--- src/rtl/mul_issue_ctrl_pkg.sv ---
// Shared definitions for the multiply issue stage, the multiplier array and
// the decoder: op encodings, FSM state encoding and the default tag width.
package mul_issue_ctrl_pkg;

  // One-hot multiply op encodings seen by the array.
  localparam int MUL_OP_W = 3;
  localparam logic [MUL_OP_W-1:0] MULW   = 3'b001;  // low 32 bits of product
  localparam logic [MUL_OP_W-1:0] MULHW  = 3'b010;  // signed high 32 bits
  localparam logic [MUL_OP_W-1:0] MULHWU = 3'b100;  // unsigned high 32 bits

  // Destination tag width used when the parent does not override it.
  localparam int DEFAULT_TAG_W = 5;

  // Issue FSM state encoding.
  localparam logic [1:0] ST_IDLE   = 2'd0;
  localparam logic [1:0] ST_ISSUE  = 2'd1;
  localparam logic [1:0] ST_RESULT = 2'd2;
  localparam logic [1:0] ST_HOLD   = 2'd3;

  typedef enum logic [1:0] {
    IDLE   = ST_IDLE,
    ISSUE  = ST_ISSUE,
    RESULT = ST_RESULT,
    HOLD   = ST_HOLD
  } mul_state_t;

  // Force an arbitrary request op onto a legal one-hot encoding so the array
  // never sees an ambiguous select. mul.w wins, then mulh.wu, and anything
  // else (including all-zero) falls back to mulh.w.
  function automatic logic [MUL_OP_W-1:0] canon_op(input logic [MUL_OP_W-1:0] op);
    logic [MUL_OP_W-1:0] res;
    casez (op)
      3'b??1:  res = MULW;
      3'b1?0:  res = MULHWU;
      default: res = MULHW;
    endcase
    return res;
  endfunction

endpackage

--- src/rtl/mul_out_hold.sv ---
// Result hold buffer: captures the array product and its tag when MEM stalls
// so the array inputs are free to change, and muxes live/held data onto the
// outgoing result.
module mul_out_hold
  import mul_issue_ctrl_pkg::*;
#(
  parameter int TAG_W = DEFAULT_TAG_W
) (
  input  logic             mul_clk,
  input  logic             reset,
  input  logic             load,
  input  logic             sel_hold,
  input  logic [31:0]      live_result,
  input  logic [TAG_W-1:0] live_tag,
  output logic [31:0]      out_result,
  output logic [TAG_W-1:0] out_tag
);

  logic [31:0]      hold_result_reg;
  logic [TAG_W-1:0] hold_tag_reg;

  // Capture the product and tag on the cycle the result was refused.
  always_ff @(posedge mul_clk or posedge reset) begin
    if (reset) begin
      hold_result_reg <= '0;
      hold_tag_reg    <= '0;
    end else if (load) begin
      hold_result_reg <= live_result;
      hold_tag_reg    <= live_tag;
    end
  end

  // Once stalled, the outgoing word comes only from the buffer.
  always_comb begin
    out_result = live_result;
    out_tag    = live_tag;
    if (sel_hold) begin
      out_result = hold_result_reg;
      out_tag    = hold_tag_reg;
    end
  end

endmodule

--- src/rtl/mul_issue_ctrl.sv ---
// Multiply issue/retire sequencer around the 1-cycle Booth/Wallace array.
// Accepts one op from EXE, holds operands steady for the array, presents the
// product to MEM with back-pressure buffering, and reports the in-flight tag
// to ID for hazard detection.
module mul_issue_ctrl
  import mul_issue_ctrl_pkg::*;
#(
  parameter int TAG_W = DEFAULT_TAG_W
) (
  input  logic                mul_clk,
  input  logic                reset,
  input  logic                flush,
  // request from EXE
  input  logic                in_valid,
  output logic                in_ready,
  input  logic [MUL_OP_W-1:0] in_op,
  input  logic [31:0]         in_x,
  input  logic [31:0]         in_y,
  input  logic [TAG_W-1:0]    in_tag,
  // array interface
  output logic [MUL_OP_W-1:0] mul_op,
  output logic [31:0]         mul_x,
  output logic [31:0]         mul_y,
  input  logic [31:0]         mul_result,
  // result to MEM
  output logic                out_valid,
  input  logic                out_ready,
  output logic [31:0]         out_result,
  output logic [TAG_W-1:0]    out_tag,
  // hazard report to ID
  output logic                busy,
  output logic [TAG_W-1:0]    busy_tag
);

  mul_state_t          state_reg;
  logic [MUL_OP_W-1:0] op_reg;
  logic [31:0]         x_reg;
  logic [31:0]         y_reg;
  logic [TAG_W-1:0]    tag_reg;

  // Registered decodes of the state, kept alongside it so the handshake
  // outputs only add the flush/out_ready gating on top of a flop.
  logic                idle_reg;
  logic                valid_reg;
  logic                busy_reg;

  logic                accept;
  logic                hold_load;
  logic                hold_sel;

  // A new request may enter while idle, or on the very cycle the current
  // result retires, so back-to-back ops lose no extra cycle.
  always_comb begin
    in_ready  = ~flush & (idle_reg | (valid_reg & out_ready));
    out_valid = valid_reg & ~flush;
    accept    = in_valid & in_ready;
    busy      = busy_reg;
    busy_tag  = tag_reg;
    mul_op    = op_reg;
    mul_x     = x_reg;
    mul_y     = y_reg;
  end

  // The array result is only valid in RESULT; if MEM refuses it there, park
  // it in the buffer because the array output is not guaranteed afterwards.
  always_comb begin
    hold_load = (state_reg == RESULT) & ~out_ready & ~flush;
    hold_sel  = (state_reg == HOLD);
  end

  // Issue FSM with operand/tag registers and registered state decodes.
  always_ff @(posedge mul_clk or posedge reset) begin
    if (reset) begin
      state_reg <= IDLE;
      op_reg    <= '0;
      x_reg     <= '0;
      y_reg     <= '0;
      tag_reg   <= '0;
      idle_reg  <= 1'b1;
      valid_reg <= 1'b0;
      busy_reg  <= 1'b0;
    end else if (flush) begin
      // Kill whatever is in flight; operand registers become don't-care.
      state_reg <= IDLE;
      idle_reg  <= 1'b1;
      valid_reg <= 1'b0;
      busy_reg  <= 1'b0;
    end else begin
      // Operands only change on an accept, which keeps the array inputs
      // stable from the accept edge through the RESULT cycle.
      if (accept) begin
        op_reg  <= canon_op(in_op);
        x_reg   <= in_x;
        y_reg   <= in_y;
        tag_reg <= in_tag;
      end
      case (state_reg)
        IDLE: begin
          if (accept) begin
            state_reg <= ISSUE;
            idle_reg  <= 1'b0;
            busy_reg  <= 1'b1;
          end
        end
        ISSUE: begin
          // Array captures mul_* at the end of this cycle.
          state_reg <= RESULT;
          valid_reg <= 1'b1;
        end
        RESULT, HOLD: begin
          if (out_ready) begin
            valid_reg <= 1'b0;
            if (accept) begin
              state_reg <= ISSUE;
              idle_reg  <= 1'b0;
              busy_reg  <= 1'b1;
            end else begin
              state_reg <= IDLE;
              idle_reg  <= 1'b1;
              busy_reg  <= 1'b0;
            end
          end else begin
            state_reg <= HOLD;
          end
        end
        default: begin
          state_reg <= IDLE;
          idle_reg  <= 1'b1;
          valid_reg <= 1'b0;
          busy_reg  <= 1'b0;
        end
      endcase
    end
  end

  mul_out_hold #(
    .TAG_W(TAG_W)
  ) u_out_hold (
    .mul_clk     (mul_clk),
    .reset       (reset),
    .load        (hold_load),
    .sel_hold    (hold_sel),
    .live_result (mul_result),
    .live_tag    (tag_reg),
    .out_result  (out_result),
    .out_tag     (out_tag)
  );

endmodule

--- config.mk ---
export PLATFORM = sky130hd
export DESIGN_NAME = mul_issue_ctrl
export DESIGN_NICKNAME = d
export VERILOG_FILES = /design/src/rtl/mul_issue_ctrl_pkg.sv /design/src/rtl/mul_out_hold.sv /design/src/rtl/mul_issue_ctrl.sv
export SDC_FILE = /design/constraint.sdc
export NUM_CORES = 1
export LEC_CHECK = 0
export CORE_AREA = 2 2 111 113
export CTS_CLUSTER_SIZE = 25
export DETAILED_ROUTE_END_ITERATION = 7
export DIE_AREA = 0 0 113 115
export PLACE_DENSITY = 0.79
export RECOVER_POWER = 50
export SYNTH_ARGS = -nofsm -noshare
export SYNTH_HDL_FRONTEND = slang
export SYNTH_SLANG_ARGS = --single-unit
--- constraint.sdc ---
create_clock -name mul_clk -period 4.3 [get_ports mul_clk]
set_clock_uncertainty 0.2 [all_clocks]
set_input_delay 0.86 -clock mul_clk [delete_from_list [all_inputs] [get_ports mul_clk]]
set_output_delay 0.86 -clock mul_clk [all_outputs]
set_load 0.01 [all_outputs]
==> results of run 1 <==
==> power breakdown <==
| part | switching (mW) | leakage, nW | internal [mW] |
|---|---|---|---|
| Combinational | 0.354 | 1.54 | 0.640 |
| Clock | 0.442 | 0.294 | 0.916 |
| Sequential | 0.154 | 1.36 | 1.39 |
| Total | 0.949 | 3.19 | 2.95 |
==> per-layer routing <==
layer,GRT usage (%),wire length [um],vias up
li1,-,-,1535
met1,19.5,4190,1609
met2,30.8,5740,144
met3,7.70,1150,13
met4,7.80,148,0
met5,0,0,-
==> layout make-up <==
type,count,area (um2)
Clock buffer,29,551
Clock inverter,3,40.0
Fill cell,920,4150
Inverter,5,20.0
Multi-Input combinational cell,164,1780
Sequential cell,114,2850
Tap cell,147,184
Timing Repair Buffer,225,2230
==> metrics by stage <==
step                cells  setup WS [ns]  hold slack [ns]  util (%)  area [um2]
finish                687          0.669            0.292      64.8        7660
global placement      655          0.927            0.264      60.0        7090
global route          687          0.343            0.307      64.8        7660
CTS                   687          0.614            0.291      65.0        7680
floorplan             297          0.226            0.254         -        4750
detailed placement    655          0.922            0.280      60.0        7090
==> cells by family after synthesis <==
| kind of cell | after synthesis | synth area share (%) |
|---|---|---|
| mux | 146 | 34.6 |
| flops | 114 | 60.1 |
| buf+inv | 19 | 2.63 |
| compound gates | 10 | 1.32 |
| simple gates | 8 | 1.34 |
==> path summary, 6_finish.rpt <==
kind / endpoint / slack [ns] / depth (start not counted)
max: out_result[23] / 0.67 / 4
min: u_out_hold.hold_result_reg[0]$_DFFE_PP0P_ / 0.29 / 1
max reg2reg: mul_y[23]$_DFFE_PP0P_ / 1.61 / 4
min reg2reg: u_out_hold.hold_result_reg[0]$_DFFE_PP0P_ / 0.29 / 1
max in group asynchronous: mul_y[4]$_DFFE_PP0P_ / 0.84 / 3
min in group asynchronous: mul_y[11]$_DFFE_PP0P_ / 1.27 / 2
==> synth_stat cells, types with 2 or more instances <==
cell / count
nor2b_1: 2
buf_6: 3
dfrtp_1: 113
mux2_1: 3
mux2_2: 143
o21ai_0: 3
buf_4: 7
nor2_1: 2
buf_2: 4
inv_1: 5
a21oi_1: 3
==> summary.txt, run 1 <==
STA
  • F_max: 275 MHz
  • RSZ-0062 raised after global routing: false
  • Setup-failing EPs final: 0
  • Slew Viols, Final: 51
  • Fin. Hold Viols: 0
  • Setup TNS: 0 ns
  • Clock period minus worst slack: 3.63 ns
  • Relative slew slack: -42.8%
  • Period Utilization, post-route: 84.5%
  • Worst-margin pin slew: 2.13 ns

Synthesis
  • Post-synth top flop: dfrtp_1
  • Yosys cell types: 20
  • Share of Yosys cell area claimed by the top area cell type: 59.5%
  • Synth top area cells: dfrtp_1, mux2_2, buf_4, buf_6, mux2_1
  • Post-synth EDFFs: 0
  • Ys async rst share: 100%
  • #FFs+latches synth: 114
  • Post-Syn Area per Cell: 16.0 um2
  • Seq/Total Area, Yosys: 60.1%
  • Leading area contributor after synthesis: dfrtp_1
  • Post-Synthesis Cells: 297
  • Synthesized net count: 406
  • Warnings from Yosys: 0
  • Cell Area, Synth: 4750 um2

Floorplan
  • Top-level I/O count: 221
  • Core area: 11800 um2
  • Die H: 115 um
  • Starting Density: 40.2%
  • Cell Rows: 40
  • Die Area: 13000 um2
  • Die Width: 113 um

Global routing
  • Remaining Overflow, GRT: 0
  • Largest net degree at the start of global routing: 66
  • GRT Overall Usage: 17.9%
  • Vias in the first global route: 3621
  • First-pass GRT wire length: 17900 um
  • Initial antenna violation count: 0

Power
  • Leak Pwr: 3.19 nW
  • Maximum VDD drop: 0.000319 V
  • PnR Total Power: 3.90 mW
  • Total power per unit cell area: 509 nW/um2

Route
  • Detailed-route via count: 3301
  • Wire per inst: 16.3 um
  • DRT iter0 DRCs: 137
  • DRC: 16
  • DRT Wirelength: 11200 um
  • Final ANT Viol Nets: 0
  • Vias per cell: 4.80
  • Drt first pass iters: 6

Worst setup path
  • Worst path buffer plus inverter count: 2
  • Top Family by Delay on Critical Path: buffers and inverters
  • RR Startpoint: idle_reg$_DFFE_PP1P_
  • Crit Path Max Fanout: 16
  • CP Data Required Time: 3.24 ns
  • Arrival time at the worst endpoint: 2.57 ns
  • CP cell instances: nand2_1, buf_4, mux2_2, clkdlybuf4s50_1
  • Critical Setup Path Class: reg2out
  • Startpoint types: flip-flop
  • Crit. Startpoint: state_reg[0]$_DFFE_PP0P_
  • Slowest cell on the critical path: nand2_1
  • Crit-path max cell delay: 0.54 ns
  • Crit end category: output pin

Finish
  • Commonest non-fill, non-tap cell in the layout: clkdlybuf4s50_1
  • ANT cells: 0
  • Layout cells sized above 1: 33.3%
  • Commonest non-fill, non-tap cells in the layout: clkdlybuf4s50_1, mux2_2, dfrtp_1
  • Layout area overhead: 61.2%
  • Fin nets: 636

Run status
  • Failing checks: DRC, capacitance limit, slew limit
  • Status: finished with violations

Hold path
  • Min-delay src: u_out_hold.hold_result_reg[0]$_DFFE_PP0P_
  • Worst Hold Class: reg2reg

Clocking
  • Total number of H-tree levels: 4
  • Max Buffers Root-to-Sink: 2
  • Clock transition at the registers of the reported paths: 0.05 ns
  • CTS Buf Count: 17
  • Clock latency on the worst-skew pair: 0.40 ns
  • Post CTS Setup Buffer Count: 0
  • Cts hold-fix bufs: 0
  • Sink Count: 114
  • CTS tree: done
  • Root Driver: clkbuf_16
  • CTS resizes: 0

Place
  • Routability congestion estimate: 0.708
  • Post-detail-place hpwl: 8140 um
  • I/O Buffers: 219

Job
  • Total of max-cap violations: 1
No activity file was read; power rests on OpenSTA's default activity.
==> run 2, diff against run 1 <==
==> constraint.sdc (replaced) <==
create_clock -name mul_clk -period 3.8 [get_ports mul_clk]
set_clock_uncertainty 0.2 [all_clocks]
set_input_delay 0.76 -clock mul_clk [delete_from_list [all_inputs] [get_ports mul_clk]]
set_output_delay 0.76 -clock mul_clk [all_outputs]
set_load 0.01 [all_outputs]
==> summary.txt, run 2 (same netlist as run 1, synthesis figures left out) <==
Floorplan
  • Cell Rows: 40
  • Die Width: 113 um
  • Starting Density: 40.2%
  • Core area: 11800 um2
  • Die H: 115 um
  • Die Area: 13000 um2
  • Top-level I/O count: 221

Finish
  • Layout area overhead: 61.2%
  • Commonest non-fill, non-tap cells in the layout: clkdlybuf4s50_1, mux2_2, dfrtp_1
  • Final instance area: 7660 um2
  • Fillcell total: 920
  • Fin nets: 636
  • Commonest non-fill, non-tap cell in the layout: clkdlybuf4s50_1
  • Non-Filler Instances: 688
  • Layout cells sized above 1: 32.6%
  • Core Util, Final: 64.8%

Job
  • Total of max-cap violations: 2

Worst setup path
  • Crit Path Max Fanout: 6
  • CP Data Required Time: 2.84 ns
  • Cells on worst reg2reg path: 3
  • End of the worst register-to-register path: u_out_hold.hold_result_reg[22]$_DFFE_PP0P_
  • Critical Setup Path Class: in2out
  • Crit end category: output pin
  • Startpoint types: primary input
  • RR Startpoint: state_reg[0]$_DFFE_PP0P_
  • Arrival time at the worst endpoint: 2.28 ns
  • R2R setup slack: 1.23 ns

Clocking
  • CTS tree: done
  • Cts hold-fix bufs: 0
  • Max Buffers Root-to-Sink: 2
  • Root Driver: clkbuf_16
  • Post CTS Setup Buffer Count: 0
  • CTS Buf Count: 17
  • Sink Count: 114
  • Clock transition at the registers of the reported paths: 0.05 ns
  • CTS resizes: 0
  • Total number of H-tree levels: 4
  • Clock latency on the worst-skew pair: 0.41 ns

STA
  • RSZ-0062 raised after global routing: false
  • Clock period minus worst slack: 3.24 ns
  • Worst-margin pin slew: 2.12 ns
  • Relative slew slack: -41.2%
  • Period Utilization, post-route: 85.3%
  • Slew Viols, Final: 115
  • Setup TNS: 0 ns
  • Hold WS: 0.282 ns
  • Fin. Hold Viols: 0
  • Final WS setup: 0.558 ns
  • F_max: 308 MHz
  • Setup-failing EPs final: 0

Place
  • Post-detail-place hpwl: 8560 um
  • Dpl cells: 655
  • I/O Buffers: 219
  • Setup WS pre-CTS: 0.600 ns
  • Routability congestion estimate: 0.752
  • Placed cell area: 7140 um2

Hold path
  • Min-delay src: u_out_hold.hold_result_reg[0]$_DFFE_PP0P_
  • Worst Hold Class: reg2reg
  • Hold Path Cell Cnt: 1
  • Hold endpoint: u_out_hold.hold_result_reg[0]$_DFFE_PP0P_

Global routing
  • GRT Overall Usage: 18.6%
  • First-pass GRT wire length: 18400 um
  • Remaining Overflow, GRT: 0
  • Initial antenna violation count: 1
  • Largest net degree at the start of global routing: 74
  • Vias in the first global route: 3586

Run status
  • Failing checks: DRC, capacitance limit, slew limit
  • Status: finished with violations

Route
  • Wire per inst: 17.1 um
  • Final ANT Viol Nets: 0
  • DRT iter0 DRCs: 125
  • DRC: 18
  • Vias per cell: 4.87
  • Detailed-route via count: 3351
  • Drt first pass iters: 6
  • DRT Wirelength: 11800 um

Power
  • PnR Total Power: 4.36 mW
  • Maximum VDD drop: 0.000353 V
  • Leak Pwr: 3.19 nW
  • Total power per unit cell area: 570 nW/um2
## run 2: changes by cell type in the layout (fill, tap and decap cells not counted), sizes merged
cell / delta
diode: +1
clkinv: +2
clkdlybuf4s50: +3
dlygate4sd3: -3
clkbuf: -2
## run 2: cell type report
cell class / count / area, um2 / share of cell area [%]
Sequential cell: 114 / 2850 / 37.3
Timing Repair Buffer: 225 / 2280 / 29.8
Multi-Input combinational cell: 164 / 1760 / 23.0
Clock buffer: 27 / 503 / 6.57
Tap cell: 147 / 184 / 2.40
Clock inverter: 5 / 50.0 / 0.654
Inverter: 5 / 20.0 / 0.261
Antenna cell: 1 / 2.50 / 0.0327
## run 2: how the worst max path moves through the flow
stage | start | endpoint | slack (ns)
detailed placement | out_ready | in_ready | 0.60
finish | out_ready | in_ready | 0.56
global placement | out_ready | in_ready | 0.63
CTS | state_reg[0]$_DFFE_PP0P_ | out_result[5] | 0.54
global route | reset | mul_y[21]$_DFFE_PP0P_ | 0.31
floorplan | reset | busy$_DFFE_PP0P_ | 1.46
## run 2: power by group
| part | internal (mW) | switching (mW) |
|---|---|---|
| Sequential | 1.57 | 0.175 |
| Clock | 0.962 | 0.517 |
| Combinational | 0.730 | 0.403 |
| Total | 3.27 | 1.10 |
## run 2: metal layers
metal  wire length (um)  global-route usage, %  vias up
met2               6050                   31.2      136
li1                   -                      -     1536
met5                  0                      0        -
met3               1050                   7.70       19
met1               4420                   20.8     1660
met4                268                   8.62        0
## run 2: critical path: stages
cell,delay [ns]
dlygate4sd3_1,0.62
a21oi_1,0.31
nor2_1,0.07
clkdlybuf4s50_1,0.52
